$ cat src/rtl/alu_mc_pkg.sv
// alu_mc_pkg: shared definitions for the multi-cycle ALU.
//   op_e      - 3-bit operation encoding presented on the op input
//   state_e   - control FSM states (IDLE / BUSY / DONE)
//   FLAG_*    - bit positions inside the 4-bit flags output {dz, ovf, carry, zero}
//   pack_flags- assembles a flags word from the individual flag bits
package alu_mc_pkg;

    typedef enum logic [2:0] {
        OP_ADD  = 3'd0,
        OP_SUB  = 3'd1,
        OP_MUL  = 3'd2,
        OP_AND  = 3'd3,
        OP_OR   = 3'd4,
        OP_XOR  = 3'd5,
        OP_DIV  = 3'd6,
        OP_PASS = 3'd7
    } op_e;

    typedef enum logic [1:0] {
        IDLE = 2'd0,
        BUSY = 2'd1,
        DONE = 2'd2
    } state_e;

    localparam int FLAG_ZERO  = 0;
    localparam int FLAG_CARRY = 1;
    localparam int FLAG_OVF   = 2;
    localparam int FLAG_DZ    = 3;

    function automatic logic [3:0] pack_flags(input logic dz, input logic ovf,
                                              input logic carry, input logic zero);
        logic [3:0] f;
        f             = '0;
        f[FLAG_DZ]    = dz;
        f[FLAG_OVF]   = ovf;
        f[FLAG_CARRY] = carry;
        f[FLAG_ZERO]  = zero;
        return f;
    endfunction

endpackage

$ cat src/rtl/alu_mc_if.sv
// alu_mc_if: operand/result handshake bundle of the multi-cycle ALU.
//   in_valid/in_ready   operand-side handshake, a/b/op carried with it
//   out_valid/out_ready result-side handshake, z/flags carried with it
//   modport master: operand source + result sink (drives in_*, out_ready)
//   modport slave : the ALU itself
interface alu_mc_if #(parameter int WIDTH = 8);

    logic                 in_valid;
    logic                 in_ready;
    logic [WIDTH-1:0]     a;
    logic [WIDTH-1:0]     b;
    logic [2:0]           op;
    logic                 out_valid;
    logic                 out_ready;
    logic [2*WIDTH-1:0]   z;
    logic [3:0]           flags;

    modport master (
        output in_valid, a, b, op, out_ready,
        input  in_ready, out_valid, z, flags
    );

    modport slave (
        input  in_valid, a, b, op, out_ready,
        output in_ready, out_valid, z, flags
    );

endinterface

$ cat src/rtl/alu_mc_div.sv
// alu_mc_div: restoring divider, one quotient bit per clock.
//   clk, rst   clock / synchronous active-high reset (control only)
//   start      load dividend/divisor and begin WIDTH iterations
//   dividend   numerator sampled on start
//   divisor    denominator sampled on start (must be non-zero)
//   done       high during the final iteration
//   quo, rem   result produced by the iteration running this cycle;
//              valid as the final answer when done is high
// Only built when ALU_MC_DIV_EN is defined.
module alu_mc_div #(
    parameter int WIDTH = 8
) (
    input  logic             clk,
    input  logic             rst,
    input  logic             start,
    input  logic [WIDTH-1:0] dividend,
    input  logic [WIDTH-1:0] divisor,
    output logic             done,
    output logic [WIDTH-1:0] quo,
    output logic [WIDTH-1:0] rem
);

    localparam int CNT_W = $clog2(WIDTH + 1);

    logic             busy;
    logic [CNT_W-1:0] cnt;
    logic [WIDTH-1:0] quo_p0;
    logic [WIDTH-1:0] rem_p0;
    logic [WIDTH-1:0] dvs_p0;

    logic [WIDTH:0]   partial;
    logic [WIDTH:0]   diff;
    logic [WIDTH-1:0] quo_n;
    logic [WIDTH-1:0] rem_n;

    // Shift the next dividend bit into the remainder and trial-subtract; a
    // borrow out of bit WIDTH means the divisor did not fit, so restore.
    always_comb begin
        partial = {rem_p0, quo_p0[WIDTH-1]};
        diff    = partial - {1'b0, dvs_p0};
        if (!diff[WIDTH]) begin
            rem_n = diff[WIDTH-1:0];
            quo_n = {quo_p0[WIDTH-2:0], 1'b1};
        end else begin
            rem_n = partial[WIDTH-1:0];
            quo_n = {quo_p0[WIDTH-2:0], 1'b0};
        end
    end

    always_ff @(posedge clk) begin
        if (rst) begin
            busy <= 1'b0;
            cnt  <= '0;
        end else if (start) begin
            busy <= 1'b1;
            cnt  <= '0;
        end else if (busy) begin
            cnt <= cnt + CNT_W'(1);
            if (cnt == CNT_W'(WIDTH - 1)) begin
                busy <= 1'b0;
            end
        end
    end

    // ---- iteration registers (p0) ----
    always_ff @(posedge clk) begin
        if (start) begin
            quo_p0 <= dividend;
            rem_p0 <= '0;
            dvs_p0 <= divisor;
        end else if (busy) begin
            quo_p0 <= quo_n;
            rem_p0 <= rem_n;
        end
    end

    assign done = busy && (cnt == CNT_W'(WIDTH - 1));
    assign quo  = quo_n;
    assign rem  = rem_n;

endmodule

$ cat src/rtl/alu_mc.sv
// alu_mc: parametrised multi-cycle ALU with valid/ready handshakes.
//   clk        rising-edge clock
//   rst        synchronous active-high reset
//   bus        alu_mc_if.slave: in_valid/in_ready/a/b/op in,
//              out_valid/out_ready/z/flags out ({dz, ovf, carry, zero})
// Ops: ADD SUB AND OR XOR PASS_A finish in one cycle; MUL (shift-add) and
// DIV (restoring) take WIDTH+1 cycles. One operation in flight at a time.
// Build option: define ALU_MC_DIV_EN to instantiate the divider; without it
// op 6 completes in one cycle with z=0 and dz=1.
module alu_mc
    import alu_mc_pkg::*;
#(
    parameter int WIDTH = 8
) (
    input  logic      clk,
    input  logic      rst,
    alu_mc_if.slave   bus
);

    localparam int CNT_W = $clog2(WIDTH + 1);
    localparam int W2    = 2 * WIDTH;

    state_e             state;
    state_e             state_n;
    logic               rdy;
    logic [CNT_W-1:0]   cnt;
    logic               last;
    logic               accept;
    logic               is_multi;
    op_e                op_in;

    logic [W2-1:0]      z_q;
    logic [3:0]         flags_q;
    logic [W2-1:0]      z1;
    logic [3:0]         f1;
    logic [WIDTH:0]     sum;
    logic [WIDTH:0]     dif;
    logic               dz1;
    logic               ovf1;
    logic               carry1;

    logic [WIDTH-1:0]   a_p0;
    logic [W2-1:0]      mul_p0;
    logic [WIDTH:0]     mul_add;
    logic [W2-1:0]      mul_n;
    logic               div_done;

    function automatic logic add_ovf(input logic signed [WIDTH-1:0] x,
                                     input logic signed [WIDTH-1:0] y,
                                     input logic signed [WIDTH-1:0] s);
        return (x[WIDTH-1] == y[WIDTH-1]) && (s[WIDTH-1] != x[WIDTH-1]);
    endfunction

    function automatic logic sub_ovf(input logic signed [WIDTH-1:0] x,
                                     input logic signed [WIDTH-1:0] y,
                                     input logic signed [WIDTH-1:0] d);
        return (x[WIDTH-1] != y[WIDTH-1]) && (d[WIDTH-1] != x[WIDTH-1]);
    endfunction

    assign op_in  = op_e'(bus.op);
    assign accept = bus.in_valid && rdy;
    assign last   = (cnt == CNT_W'(WIDTH - 1));

    always_comb begin
        is_multi = (op_in == OP_MUL);
`ifdef ALU_MC_DIV_EN
        if (op_in == OP_DIV && bus.b != '0) begin
            is_multi = 1'b1;
        end
`endif
    end

    always_comb begin
        state_n = state;
        case (state)
            IDLE:    if (accept) state_n = is_multi ? BUSY : DONE;
            BUSY:    if (last) state_n = DONE;
            DONE:    if (bus.out_ready) state_n = IDLE;
            default: state_n = IDLE;
        endcase
    end

    // Single-cycle result, computed straight from the operands being accepted.
    always_comb begin
        sum    = {1'b0, bus.a} + {1'b0, bus.b};
        dif    = {1'b0, bus.a} - {1'b0, bus.b};
        z1     = '0;
        dz1    = 1'b0;
        ovf1   = 1'b0;
        carry1 = 1'b0;
        case (op_in)
            OP_ADD: begin
                z1     = {{(WIDTH-1){1'b0}}, sum};
                carry1 = sum[WIDTH];
                ovf1   = add_ovf(bus.a, bus.b, sum[WIDTH-1:0]);
            end
            OP_SUB: begin
                z1     = {{WIDTH{1'b0}}, dif[WIDTH-1:0]};
                carry1 = dif[WIDTH];
                ovf1   = sub_ovf(bus.a, bus.b, dif[WIDTH-1:0]);
            end
            OP_AND:  z1 = {{WIDTH{1'b0}}, bus.a & bus.b};
            OP_OR:   z1 = {{WIDTH{1'b0}}, bus.a | bus.b};
            OP_XOR:  z1 = {{WIDTH{1'b0}}, bus.a ^ bus.b};
            OP_PASS: z1 = {{WIDTH{1'b0}}, bus.a};
            OP_DIV: begin
                // Reached here only for b==0 when the divider is present.
                dz1 = 1'b1;
`ifdef ALU_MC_DIV_EN
                z1  = {bus.a, {WIDTH{1'b1}}};
`endif
            end
            default: z1 = '0;
        endcase
        f1 = pack_flags(dz1, ovf1, carry1, z1 == '0);
    end

    // Shift-add step: add the multiplicand into the upper half when the
    // current multiplier LSB is set, then shift the whole product right.
    assign mul_add = {1'b0, mul_p0[W2-1:WIDTH]} + (mul_p0[0] ? {1'b0, a_p0} : '0);
    assign mul_n   = {mul_add, mul_p0[WIDTH-1:1]};

`ifdef ALU_MC_DIV_EN
    logic [WIDTH-1:0] div_quo;
    logic [WIDTH-1:0] div_rem;
    logic             div_start;

    assign div_start = accept && (op_in == OP_DIV) && (bus.b != '0);

    alu_mc_div #(.WIDTH(WIDTH)) u_div (
        .clk      (clk),
        .rst      (rst),
        .start    (div_start),
        .dividend (bus.a),
        .divisor  (bus.b),
        .done     (div_done),
        .quo      (div_quo),
        .rem      (div_rem)
    );
`else
    assign div_done = 1'b0;
`endif

    always_ff @(posedge clk) begin
        if (rst) begin
            state   <= IDLE;
            rdy     <= 1'b0;
            cnt     <= '0;
            z_q     <= '0;
            flags_q <= '0;
        end else begin
            state <= state_n;
            rdy   <= (state_n == IDLE);
            if (state == IDLE && accept) begin
                cnt <= '0;
                if (!is_multi) begin
                    z_q     <= z1;
                    flags_q <= f1;
                end
            end else if (state == BUSY) begin
                cnt <= cnt + CNT_W'(1);
                if (div_done) begin
`ifdef ALU_MC_DIV_EN
                    z_q     <= {div_rem, div_quo};
                    flags_q <= pack_flags(1'b0, 1'b0, 1'b0, {div_rem, div_quo} == '0);
`endif
                end else if (last) begin
                    z_q     <= mul_n;
                    flags_q <= pack_flags(1'b0, 1'b0, |mul_n[W2-1:WIDTH], mul_n == '0);
                end
            end
        end
    end

    // ---- operand / partial-product registers (p0) ----
    always_ff @(posedge clk) begin
        if (state == IDLE && accept) begin
            a_p0   <= bus.a;
            mul_p0 <= {{WIDTH{1'b0}}, bus.b};
        end else if (state == BUSY) begin
            mul_p0 <= mul_n;
        end
    end

    assign bus.in_ready  = rdy;
    assign bus.out_valid = (state == DONE);
    assign bus.z         = z_q;
    assign bus.flags     = flags_q;

endmodule

$ cat src/flat_wrapper.sv
// flat-port wrapper written by rule: the top's interface ports become plain ports
module alu_mc_flat import alu_mc_pkg::*;
#(
    parameter int WIDTH = 8
)
  (clk, rst, bus_in_valid, bus_a, bus_b, bus_op, bus_out_ready, bus_in_ready, bus_out_valid, bus_z, bus_flags);
  alu_mc_if #(.WIDTH(WIDTH)) bus_i ();
  input  logic clk;
  input  logic rst;
  input wire logic [$bits(bus_i.in_valid)-1:0] bus_in_valid;
  input wire logic [$bits(bus_i.a)-1:0] bus_a;
  input wire logic [$bits(bus_i.b)-1:0] bus_b;
  input wire logic [$bits(bus_i.op)-1:0] bus_op;
  input wire logic [$bits(bus_i.out_ready)-1:0] bus_out_ready;
  output wire logic [$bits(bus_i.in_ready)-1:0] bus_in_ready;
  output wire logic [$bits(bus_i.out_valid)-1:0] bus_out_valid;
  output wire logic [$bits(bus_i.z)-1:0] bus_z;
  output wire logic [$bits(bus_i.flags)-1:0] bus_flags;
  assign bus_i.in_valid = bus_in_valid;
  assign bus_i.a = bus_a;
  assign bus_i.b = bus_b;
  assign bus_i.op = bus_op;
  assign bus_i.out_ready = bus_out_ready;
  assign bus_in_ready = bus_i.in_ready;
  assign bus_out_valid = bus_i.out_valid;
  assign bus_z = bus_i.z;
  assign bus_flags = bus_i.flags;
  alu_mc #(.WIDTH(WIDTH)) u_core (.clk(clk), .rst(rst), .bus(bus_i));
endmodule
$ cat config.mk
export PLATFORM = sky130hd
export DESIGN_NAME = alu_mc_flat
export DESIGN_NICKNAME = d
export VERILOG_FILES = /design/src/rtl/alu_mc_pkg.sv /design/src/rtl/alu_mc_if.sv /design/src/rtl/alu_mc_div.sv /design/src/rtl/alu_mc.sv /design/src/flat_wrapper.sv
export SDC_FILE = /design/constraint.sdc
export NUM_CORES = 1
export LEC_CHECK = 0
export BUFFER_PORTS_ARGS = -buffer_cell sky130_fd_sc_hd__clkbuf_2
export CORE_MARGIN = 1.5
export CORE_UTILIZATION = 55
export CTS_CLUSTER_SIZE = 28
export DETAILED_ROUTE_END_ITERATION = 12
export PLACE_DENSITY = 0.76
export SKIP_LAST_GASP = 1
export SYNTH_ARGS = -nofsm -noshare
export SYNTH_HDL_FRONTEND = slang
export SYNTH_SLANG_ARGS = --single-unit
$ cat constraint.sdc
create_clock -name clk -period 2.99 [get_ports clk]
set_input_delay 0 -clock clk [delete_from_list [all_inputs] [get_ports clk]]
set_output_delay 0 -clock clk [all_outputs]
set_load 0.02 [all_outputs]
== Yosys cells after proc, flatten, opt, wreduce, memory -nomap -nowiden ==
Cells that the tools add are included.
Widths: inputs -> output; s select.
Cells by class
  add/subtract/negate cells: 4
  $mul: 0
  div/mod/pow operators: 0
  order comparisons: 0
  eq/ne operators: 15
  shift-type cells: 0
  muxes and demuxes: 20
  bitwise gates (word level): 3
  reduce and logical (&&, ||, !) cells: 14
Operator list (count)
  $mux 16: 4
  $pmux 9 s6: 1
  $logic_not 16->1: 2
  $mux 8: 3
  $add 8x8->9: 2
  $mux 4: 4
  $eq 3x3->1 const B: 4
  $sub 8x8->9: 1
  $and 8x8->8: 1
  $mux 2: 4
  $or 8x8->8: 1
  $reduce_or 8->1: 1
  $xor 8x8->8: 1
  $eq 3x2->1 const B: 2
  $pmux 2 s3: 1
  $add 4x1->4 const B: 1
  $eq 4x3->1 const B: 1
  $logic_and 1x1->1: 4
  $logic_not 2->1: 2
  $pmux 1 s2: 2
  $reduce_bool 2->1: 2
  $eq 3x1->1 const B: 1
  $logic_not 3->1: 1
  $ne 1x1->1: 3
  7 further kinds: 7
Storage, ports and cells
  flip-flop bits (word level): 51
  bits in latches: 0
  RAM bits: 0
  ROM bits: 0
  bits of input ports: 23
  output and inout port bits: 22
  logic and storage cells: 64
  memories kept: 0

== Logic depth before layout (Yosys ltp) ==
Gate-level depths: netlist of the first run.
  depth after elaboration: 6
  mapped depth: 11
  depth with buffers taken out: 11

== Worst setup path after synthesis of the first run ==
No wires, ideal clock.
  path type: reg2reg
  from: reg u_core.mul_p0[0]
  to: reg u_core.flags_q[0], in the netlist u_core.bus.flags[0]
  library setup time: 0.088 ns
  data arrival time: 2.385 ns
  required time: 2.902 ns
  setup slack: 0.517 ns
  cell stages (with the launch flop): 11
  buffers on the path: 0
  clock period less this slack: 2.473 ns
  path through: edfxtp_1 -> and2_1 -> ha_1 -> fa_1 -> and3_1 -> o211ai_1 -> nand3b_1 -> xor2_1 -> nand4b_1 -> o31a_1 -> o32ai_2
On the way
  longest elaborated chain between the ends: 6
RTL lines
  start: declaration: RTL line alu_mc.sv:43  | logic [W2-1:0] mul_p0;
  start signal: assignment: RTL line alu_mc.sv:179  | mul_p0 <= {{WIDTH{1'b0}}, bus.b};
  start signal: assignment: RTL line alu_mc.sv:181  | mul_p0 <= mul_n;
  $mux 8: RTL line alu_mc.sv:120  | assign mul_add = {1'b0, mul_p0[W2-1:WIDTH]} + (mul_p0[0] ? {1'b0, a_p0} : '0);
  $add 8x8->9: RTL line alu_mc.sv:120
  $logic_not 16->1: RTL line alu_mc.sv:169  | flags_q <= pack_flags(1'b0, 1'b0, |mul_n[W2-1:WIDTH], mul_n == '0);
  $mux 4: RTL line alu_mc.sv:167  | end else if (last) begin
  $mux 4: RTL line alu_mc.sv:160  | end else if (state == BUSY) begin
  $mux 4: RTL line alu_mc.sv:154  | if (state == IDLE && accept) begin
  end signal: assignment: RTL line alu_mc.sv:169
  end: declaration: RTL line alu_mc.sv:33  | logic [3:0] flags_q;
Every way passes these cells. The select of a mux whose other input is x is not followed.
A chain may end at the register's enable or synchronous reset.

== Final worst setup path of the first run ==
  from: in bus_a[2]
  to: reg u_core.flags_q[0], in the netlist u_core.bus.flags[0]
On the way
  longest elaborated chain between the ends: 5
  elaborated cells on any way between the ends: 9
  classes of those cells: 2 x add/sub; 3 x mux; 3 x bitwise; 1 x reduce/logical
RTL lines
  start: declaration: RTL line flat_wrapper.sv:11  | input wire logic [$bits(bus_i.a)-1:0] bus_a;
  $sub 8x8->9, or another cell as far along: RTL line alu_mc.sv:86  | dif = {1'b0, bus.a} - {1'b0, bus.b};
  $pmux 9 s6 *: RTL line alu_mc.sv:91  | case (op_in)
  $logic_not 16->1 *: RTL line alu_mc.sv:115  | f1 = pack_flags(dz1, ovf1, carry1, z1 == '0);
  $mux 4 *: RTL line alu_mc.sv:156  | if (!is_multi) begin
  $mux 4 *: RTL line alu_mc.sv:154
Mark *: on every way between the ends. The rest lies on a longest branch, timed or not. The select of a mux whose other input is x is not followed.

==> results.py, run 1 <==
metrics = {
    "outcome": {
        "outcome": "finished clean",
    },
    "floorplanning": {
        "dieArea_sq_um": 7127,
        "die_w_microns": 84.42,
        "ios": 45,
        "core_sq_um": 6386,
        "initial_core_util_pct": 57.09,
        "dieHeight_microns": 84.42,
        "rows": 29,
    },
    "sta": {
        "drv_slew": 0,
        "fin_crit_ns": 2.779,
        "finClkSkew_ns": 0.007766,
        "final-hold-violation-count": 0,
        "rsz0062_at_grt": "false",
        "finalSetupViolCount": 0,
        "timing.final.crit_share_pct": 92.93,
        "fmax_mhz": 359.9,
        "finalSetupTns_ns": 0,
        "relSlewSlack_pct": 36.67,
        "worst_slew_pin_slew_ns": 0.9426,
    },
    "power_and_ir_drop": {
        "power_density_nw_per_um2": 386.8,
        "swShare_pct": 32.08,
        "p_switching_uw": 506.2,
        "ir_drop_mv": 0.2625,
        "power_leakage_uw": 0.001760,
        "p_comb_share_pct": 26.4,
        "cell_internal_pwr_uw": 1072,
        "clockPowerShare_pct": 24.7,
        "seqPwrFrac_pct": 48.9,
    },
    "logic_synthesis": {
        "synth_nets": 486,
        "yosys.area.top_type": "dfxtp_1",
        "synth_compound_area_share_pct": 21.07,
        "synth_edf_count": 16,
        "synth_mux_area_share_pct": 2.059,
        "synth_ff_type": "dfxtp_1",
        "synth_top_family_by_area": "simple AND/OR/NAND/NOR gates",
        "synth-simple-area-share_pct": 23.30,
        "synth_top_area_share_pct": 19.22,
        "syn_area_sq_um": 3646,
        "seq_area_frac_synth_pct": 32.40,
        "ys_types": 64,
        "synth_fa_ha_area_share_pct": 13.32,
        "ys.warnings.count": 0,
        "ys_async_sr_fraction_pct": 0,
        "synth_area_per_cell_sq_um": 8.559,
        "ys_ff_latch": 51,
        "synthCells": 426,
        "synth-xor-area-share_pct": 2.162,
        "yosys-top-cells-area": "dfxtp_1 (19%), edfxtp_1 (13%), ha_1 (12%)",
    },
    "worst_hold_path": {
        "min_path_type": "in -> reg",
    },
    "clock_tree": {
        "cts_sinks": 51,
        "clk_latency_ns": 0.30,
        "cts_root_buf": "clkbuf_8",
        "htree_levels": 2,
        "tritoncts": "built",
        "clk_pin_slew_ns": 0.09,
        "clk_path_buf_depth": 2,
        "numCtsBuffers": 5,
        "cts_setup_buffers": 0,
    },
    "routing": {
        "wl_microns": 9162,
        "vias": 3403,
        "first_pass_iters": 5,
        "drc": 0,
        "ant_nets": 0,
        "drtIter0Drc": 194,
        "wl_per_cell_microns": 16.72,
        "viasPerCell": 6.210,
    },
    "worst_setup_path": {
        "required_ns": 3.22,
        "crit_type": "in -> reg",
        "crit_path_start_kind": "input pin",
        "cp_slowest_cell": "dlygate4sd3_1",
        "arrival_ns": 3.00,
        "critical-path-top-delay-family": "simple AND/OR/NAND/NOR gates",
        "cp_cell_sequence": "dlygate4sd3_1 > clkbuf_2 > inv_1 > ha_1 > nand2b_1 > a311oi_2 > o211ai_1 > nor4_1 > nand4b_1 > or4_1 > o32ai_2",
        "cp_num_buf_inv": 3,
        "cp-end-kind": "flip-flop",
        "cp_max_fo": 9,
        "slowest_delay_ns": 0.52,
    },
    "run": {
        "cap_violations": 0,
    },
    "layout": {
        "syn2layout_area_growth_pct": 11.91,
        "fill_cells": 582,
        "antenna_cells": 0,
        "nNetsFinal": 530,
        "seq_area_sq_um": 1181,
        "final_cell_area_sq_um": 4080,
        "layout-drive-gt1-share_pct": 14.86,
        "multiInputGateArea_sq_um": 2258,
        "final_util_pct": 63.89,
    },
    "placed_design": {
        "placed_cell_area_sq_um": 3920,
        "dpl.hpwl_microns": 6983,
        "port_buffers": 44,
        "gp_congestion": 0.9410,
    },
    "global_routing": {
        "antenna_found_initial": 0,
        "grt_max_degree": 29,
        "grt-ovfl-total": 0,
        "track_usage_pct": 25.85,
        "first_global_vias": 3072,
        "grt_pass1_wl_microns": 15080,
    },
}
## cell usage after synthesis (3+ instances only)
cell type,count
and2_1,9
nand3_1,15
edfxtp_1,16
o2111ai_1,4
a21oi_1,19
ha_1,34
fa_1,3
a22o_1,3
nand2_1,37
a222oi_1,5
nor4_1,5
clkbuf_1,11
inv_1,27
nor2b_1,7
nor2_1,41
xnor2_1,4
a22oi_1,13
nor3b_1,6
nor3_1,18
nand2b_1,6
nand4_1,4
dfxtp_1,35
buf_2,7
mux2i_1,3
o21ai_0,24
o211ai_1,4
a211oi_1,6
xor2_1,5
a21o_1,4
a2111oi_0,3
or3_1,5
## layer usage
layer  wire [microns]  vias up  track usage (%)
met1             4008     1606            34.69
met2             4473      136            44.29
met4              179        0            8.651
li1                 -     1643                -
met3              501       18            1.967
met5                0        -                0
## through the flow
step	std cells	power (uW)	hold WS [ns]	worst slack [ns]
6_report	548	1578	0.01762	0.2114
5_1_grt	548	1655	0.006811	0.03439
4_1_cts	548	1577	0.002933	0.2093
3_5_place_dp	533	1189	0.2310	0.2183
3_3_place_gp	533	1181	0.2229	0.3488
2_1_floorplan	426	1072	0.09887	0.5168
## power groups by stage
stage	Sequential [uW]	Combinational [uW]	Clock, uW
final	772	417	390
after floorplan	794	278	0
after global placement	787	394	0
after detailed placement	787	402	0
after global routing	775	460	420
after CTS	771	411	395
## cell usage in the layout, fill, tap and decap left out, types with 6 or more instances in the layout
| cell | synthesis | layout |
|---|---|---|
| nor2b_1 | 7 | 7 |
| nor3b_1 | 6 | 6 |
| ha_1 | 34 | 34 |
| nor3_1 | 18 | 18 |
| a211oi_1 | 6 | 6 |
| nand2_1 | 37 | 37 |
| nand3_1 | 15 | 15 |
| dfxtp_1 | 35 | 35 |
| inv_1 | 27 | 27 |
| and2_1 | 9 | 9 |
| clkbuf_2 | 0 | 44 |
| a21oi_1 | 19 | 19 |
| nor2_1 | 41 | 41 |
| nand2b_1 | 6 | 6 |
| buf_4 | 1 | 8 |
| edfxtp_1 | 16 | 16 |
| dlygate4sd3_1 | 0 | 7 |
| o21ai_0 | 24 | 24 |
| a22oi_1 | 13 | 13 |
## state kept, by name, indices dropped and copies added (netlist names)
signal / cells
u_core.bus.z: 16
u_core.mul_p0: 16
u_core.a_p0: 8
u_core.bus.flags: 4
u_core.cnt: 4
u_core.state: 2
u_core.bus.in_ready: 1
## worst register-to-register path, cell delays in order (launching register included)
cell	delay [ns]
edfxtp_1	0.48
and2_1	0.18
ha_1	0.21
fa_1	0.40
and3_1	0.19
o211ai_1	0.21
nand3b_1	0.12
xor2_1	0.17
nand4b_1	0.22
o31a_1	0.32
o32ai_2	0.11
## repair_timing
item | CTS | global route
hold buffers | 7 | 0
setup endpoints to repair | 0 | 2
resized for setup | 0 | 1
hold endpoints to repair | 7 | 0
## logic make-up after synthesis
kind of cell / after synthesis
AO/OA/AOI/OAI: 108
XOR/XNOR: 9
adder cells (fa/ha/maj): 37
buffers and inverters: 50
flip-flops: 51
multiplexers: 5
AND/OR/NAND/NOR: 166
## worst paths after layout
kind	from	to	slack, ns	cells after the start
setup / recovery	bus_a[2]	u_core.bus.flags[0]$_SDFFE_PP0P_	0.21	11
hold / removal	bus_a[1]	u_core.a_p0[1]$_DFFE_PP_	0.02	1
setup reg to reg	u_core.mul_p0[0]$_DFFE_PP_	u_core.bus.flags[0]$_SDFFE_PP0P_	0.29	10
hold reg to reg	u_core.bus.z[2]$_SDFFE_PP0P_	u_core.bus.z[2]$_SDFFE_PP0P_	0.45	2
## area by class of cell
class                   count  share of cell area [%]
well taps                  77                   2.361
clock buffers               5                   1.687
repair buffers             59                   8.586
inverters                  28                   2.576
flip-flops and latches     51                   28.95
clock inverters             3                  0.4906
multi-input cells         325                   55.35
Note: power is estimated with default switching activity, not from simulation.
==> run 2: changes to the inputs <==
CORE_ASPECT_RATIO = 2   (was unset)
==> results.py, run 2 (synthesis gave the netlist of run 1 again) <==
metrics = {
    "outcome": {
        "outcome": "finished clean",
    },
    "sta": {
        "final-hold-violation-count": 0,
        "worst_slew_pin_slew_ns": 0.7770,
        "fin_ws_ns": 0.1725,
        "fin_crit_ns": 2.818,
        "finalSetupTns_ns": 0,
        "drv_slew": 0,
        "relSlewSlack_pct": 47.80,
        "rsz0062_at_grt": "false",
        "timing.final.crit_share_pct": 94.23,
        "finalSetupViolCount": 0,
        "finClkSkew_ns": 0.004824,
        "fmax_mhz": 354.9,
        "holdWs_ns": 0.007408,
    },
    "routing": {
        "wl_met2_microns": 5712,
        "m1WireLength_microns": 3550,
        "drtIter0Drc": 237,
        "vias": 3342,
        "wl_microns": 10000,
        "first_pass_iters": 5,
        "met3_length_microns": 219,
        "wl_per_cell_microns": 17.89,
        "drc": 0,
        "viasPerCell": 5.979,
        "ant_nets": 0,
        "top_layer_used": "met4",
    },
    "clock_tree": {
        "cts_sinks": 51,
        "cts_root_buf": "clkbuf_16",
        "htree_levels": 2,
        "clk_pin_slew_ns": 0.06,
        "clk_path_buf_depth": 2,
        "cts_setup_buffers": 0,
        "clk_latency_ns": 0.29,
        "tritoncts": "built",
        "numCtsBuffers": 5,
    },
    "worst_setup_path": {
        "cp_cell_sequence": "dlygate4sd3_1 > inv_2 > ha_2 > inv_1 > fa_1 > mux4_2 > a22o_1 > nor4_2 > nand4b_1 > or4_4 > o32ai_2",
        "slowest_delay_ns": 0.60,
        "cp_num_buf_inv": 3,
        "crit_path_start_kind": "input pin",
        "crit_type": "in -> reg",
        "critical-path-top-delay-family": "simple AND/OR/NAND/NOR gates",
        "required_ns": 3.20,
        "cp-end-kind": "flip-flop",
        "cp_slowest_cell": "dlygate4sd3_1",
        "cp_max_fo": 4,
        "arrival_ns": 3.03,
    },
    "floorplanning": {
        "ios": 45,
        "rows": 41,
        "die_w_microns": 60.57,
        "dieHeight_microns": 118.1,
        "dieArea_sq_um": 7156,
        "core_sq_um": 6361,
        "initial_core_util_pct": 57.32,
    },
    "power_and_ir_drop": {
        "p_switching_uw": 532.4,
        "power_leakage_uw": 0.001809,
        "p_comb_share_pct": 23.0,
        "swShare_pct": 28.93,
        "ir_drop_mv": 0.2219,
        "clockPowerShare_pct": 35.0,
        "power_density_nw_per_um2": 438.2,
        "seqPwrFrac_pct": 42.0,
        "cell_internal_pwr_uw": 1308,
    },
    "placed_design": {
        "placed_cell_area_sq_um": 3954,
        "port_buffers": 44,
        "gp_congestion": 0.9564,
        "post-place-cells": 545,
        "dpl.hpwl_microns": 7771,
        "place_ws_ns": 0.2473,
    },
    "layout": {
        "nNetsFinal": 532,
        "layout-drive-gt1-share_pct": 15.86,
        "antenna_cells": 0,
        "instances_no_fill": 559,
        "mostFrequentLayoutCells": "clkbuf_2 (43), nor2_1 (41), nand2_1 (37)",
        "final_cell_area_sq_um": 4200,
        "final_common_cell": "clkbuf_2",
        "syn2layout_area_growth_pct": 15.20,
    },
    "run": {
        "cap_violations": 0,
    },
    "global_routing": {
        "first_global_vias": 3300,
        "track_usage_pct": 29.46,
        "antenna_found_initial": 0,
        "grt_pass1_wl_microns": 15880,
        "grt-ovfl-total": 0,
        "grt_max_degree": 29,
    },
    "worst_hold_path": {
        "min_path_type": "in -> reg",
    },
}
==> run 2: cell types whose count changed in the layout (fill, tap and decap cells not counted), moves of 2 or more <==
cell and change:
clkbuf_1 +2, clkbuf_8 -5, buf_4 +3, clkbuf_16 +5, clkinvlp_4 -2
==> run 2: path summary, 6_finish.rpt <==
path / startpoint / to / slack, ns / cells after the start
min reg2reg: u_core.bus.z[2]$_SDFFE_PP0P_ / u_core.bus.z[2]$_SDFFE_PP0P_ / 0.46 / 2
max: bus_a[0] / u_core.bus.flags[0]$_SDFFE_PP0P_ / 0.17 / 11
max reg2reg: u_core.mul_p0[0]$_DFFE_PP_ / u_core.bus.flags[0]$_SDFFE_PP0P_ / 0.24 / 10
min: bus_a[1] / u_core.a_p0[1]$_DFFE_PP_ / 0.007 / 1
==> run 2: routing by layer <==
layer	up-vias	GRT usage [%]
met5	-	0
met4	0	15.49
met3	32	2.954
met2	83	54.50
met1	1580	29.99
li1	1647	-
==> run 2: repair_timing <==
item,CTS,global route
endpoints found under the hold margin,7,0
endpoints found under the setup margin,0,2
resized for setup,0,6
hold buffers,7,0
==> run 2: per-stage QoR <==
stage	power (uW)	utilization, %
finish	1840	66.03
global route	1913	66.03
CTS	1838	65.81
detailed placement	1196	62.16
global placement	1188	62.16
floorplan	1072	-
==> run 2: cell type report <==
type                       count  area (sq um)
tap                           86         107.6
fill                         610          2161
inverter                      28         105.1
clock inverter                 1         30.03
timing repair buffer          61         367.9
clock buffer                   7         132.6
sequential                    51          1181
multi-input combinational    325          2276
==> run 2: worst register-to-register path: cells and delay by family, from the launching register on <==
kind                     cells  cell delay [ns]
AND/OR/NAND/NOR              4             0.73
flip-flops                   1             0.47
XOR/XNOR                     1             0.18
adder cells (fa/ha/maj)      2             0.62
AO/OA/AOI/OAI                3             0.66
==> run 2: power groups by stage <==
stage               registers (uW)  clock network (uW)  logic, uW
floorplan                      794                   0        278
global placement               788                   0        400
detailed placement             788                   0        408
CTS                            773                 648        417
global route                   776                 670        467
finish                         773                 643        424
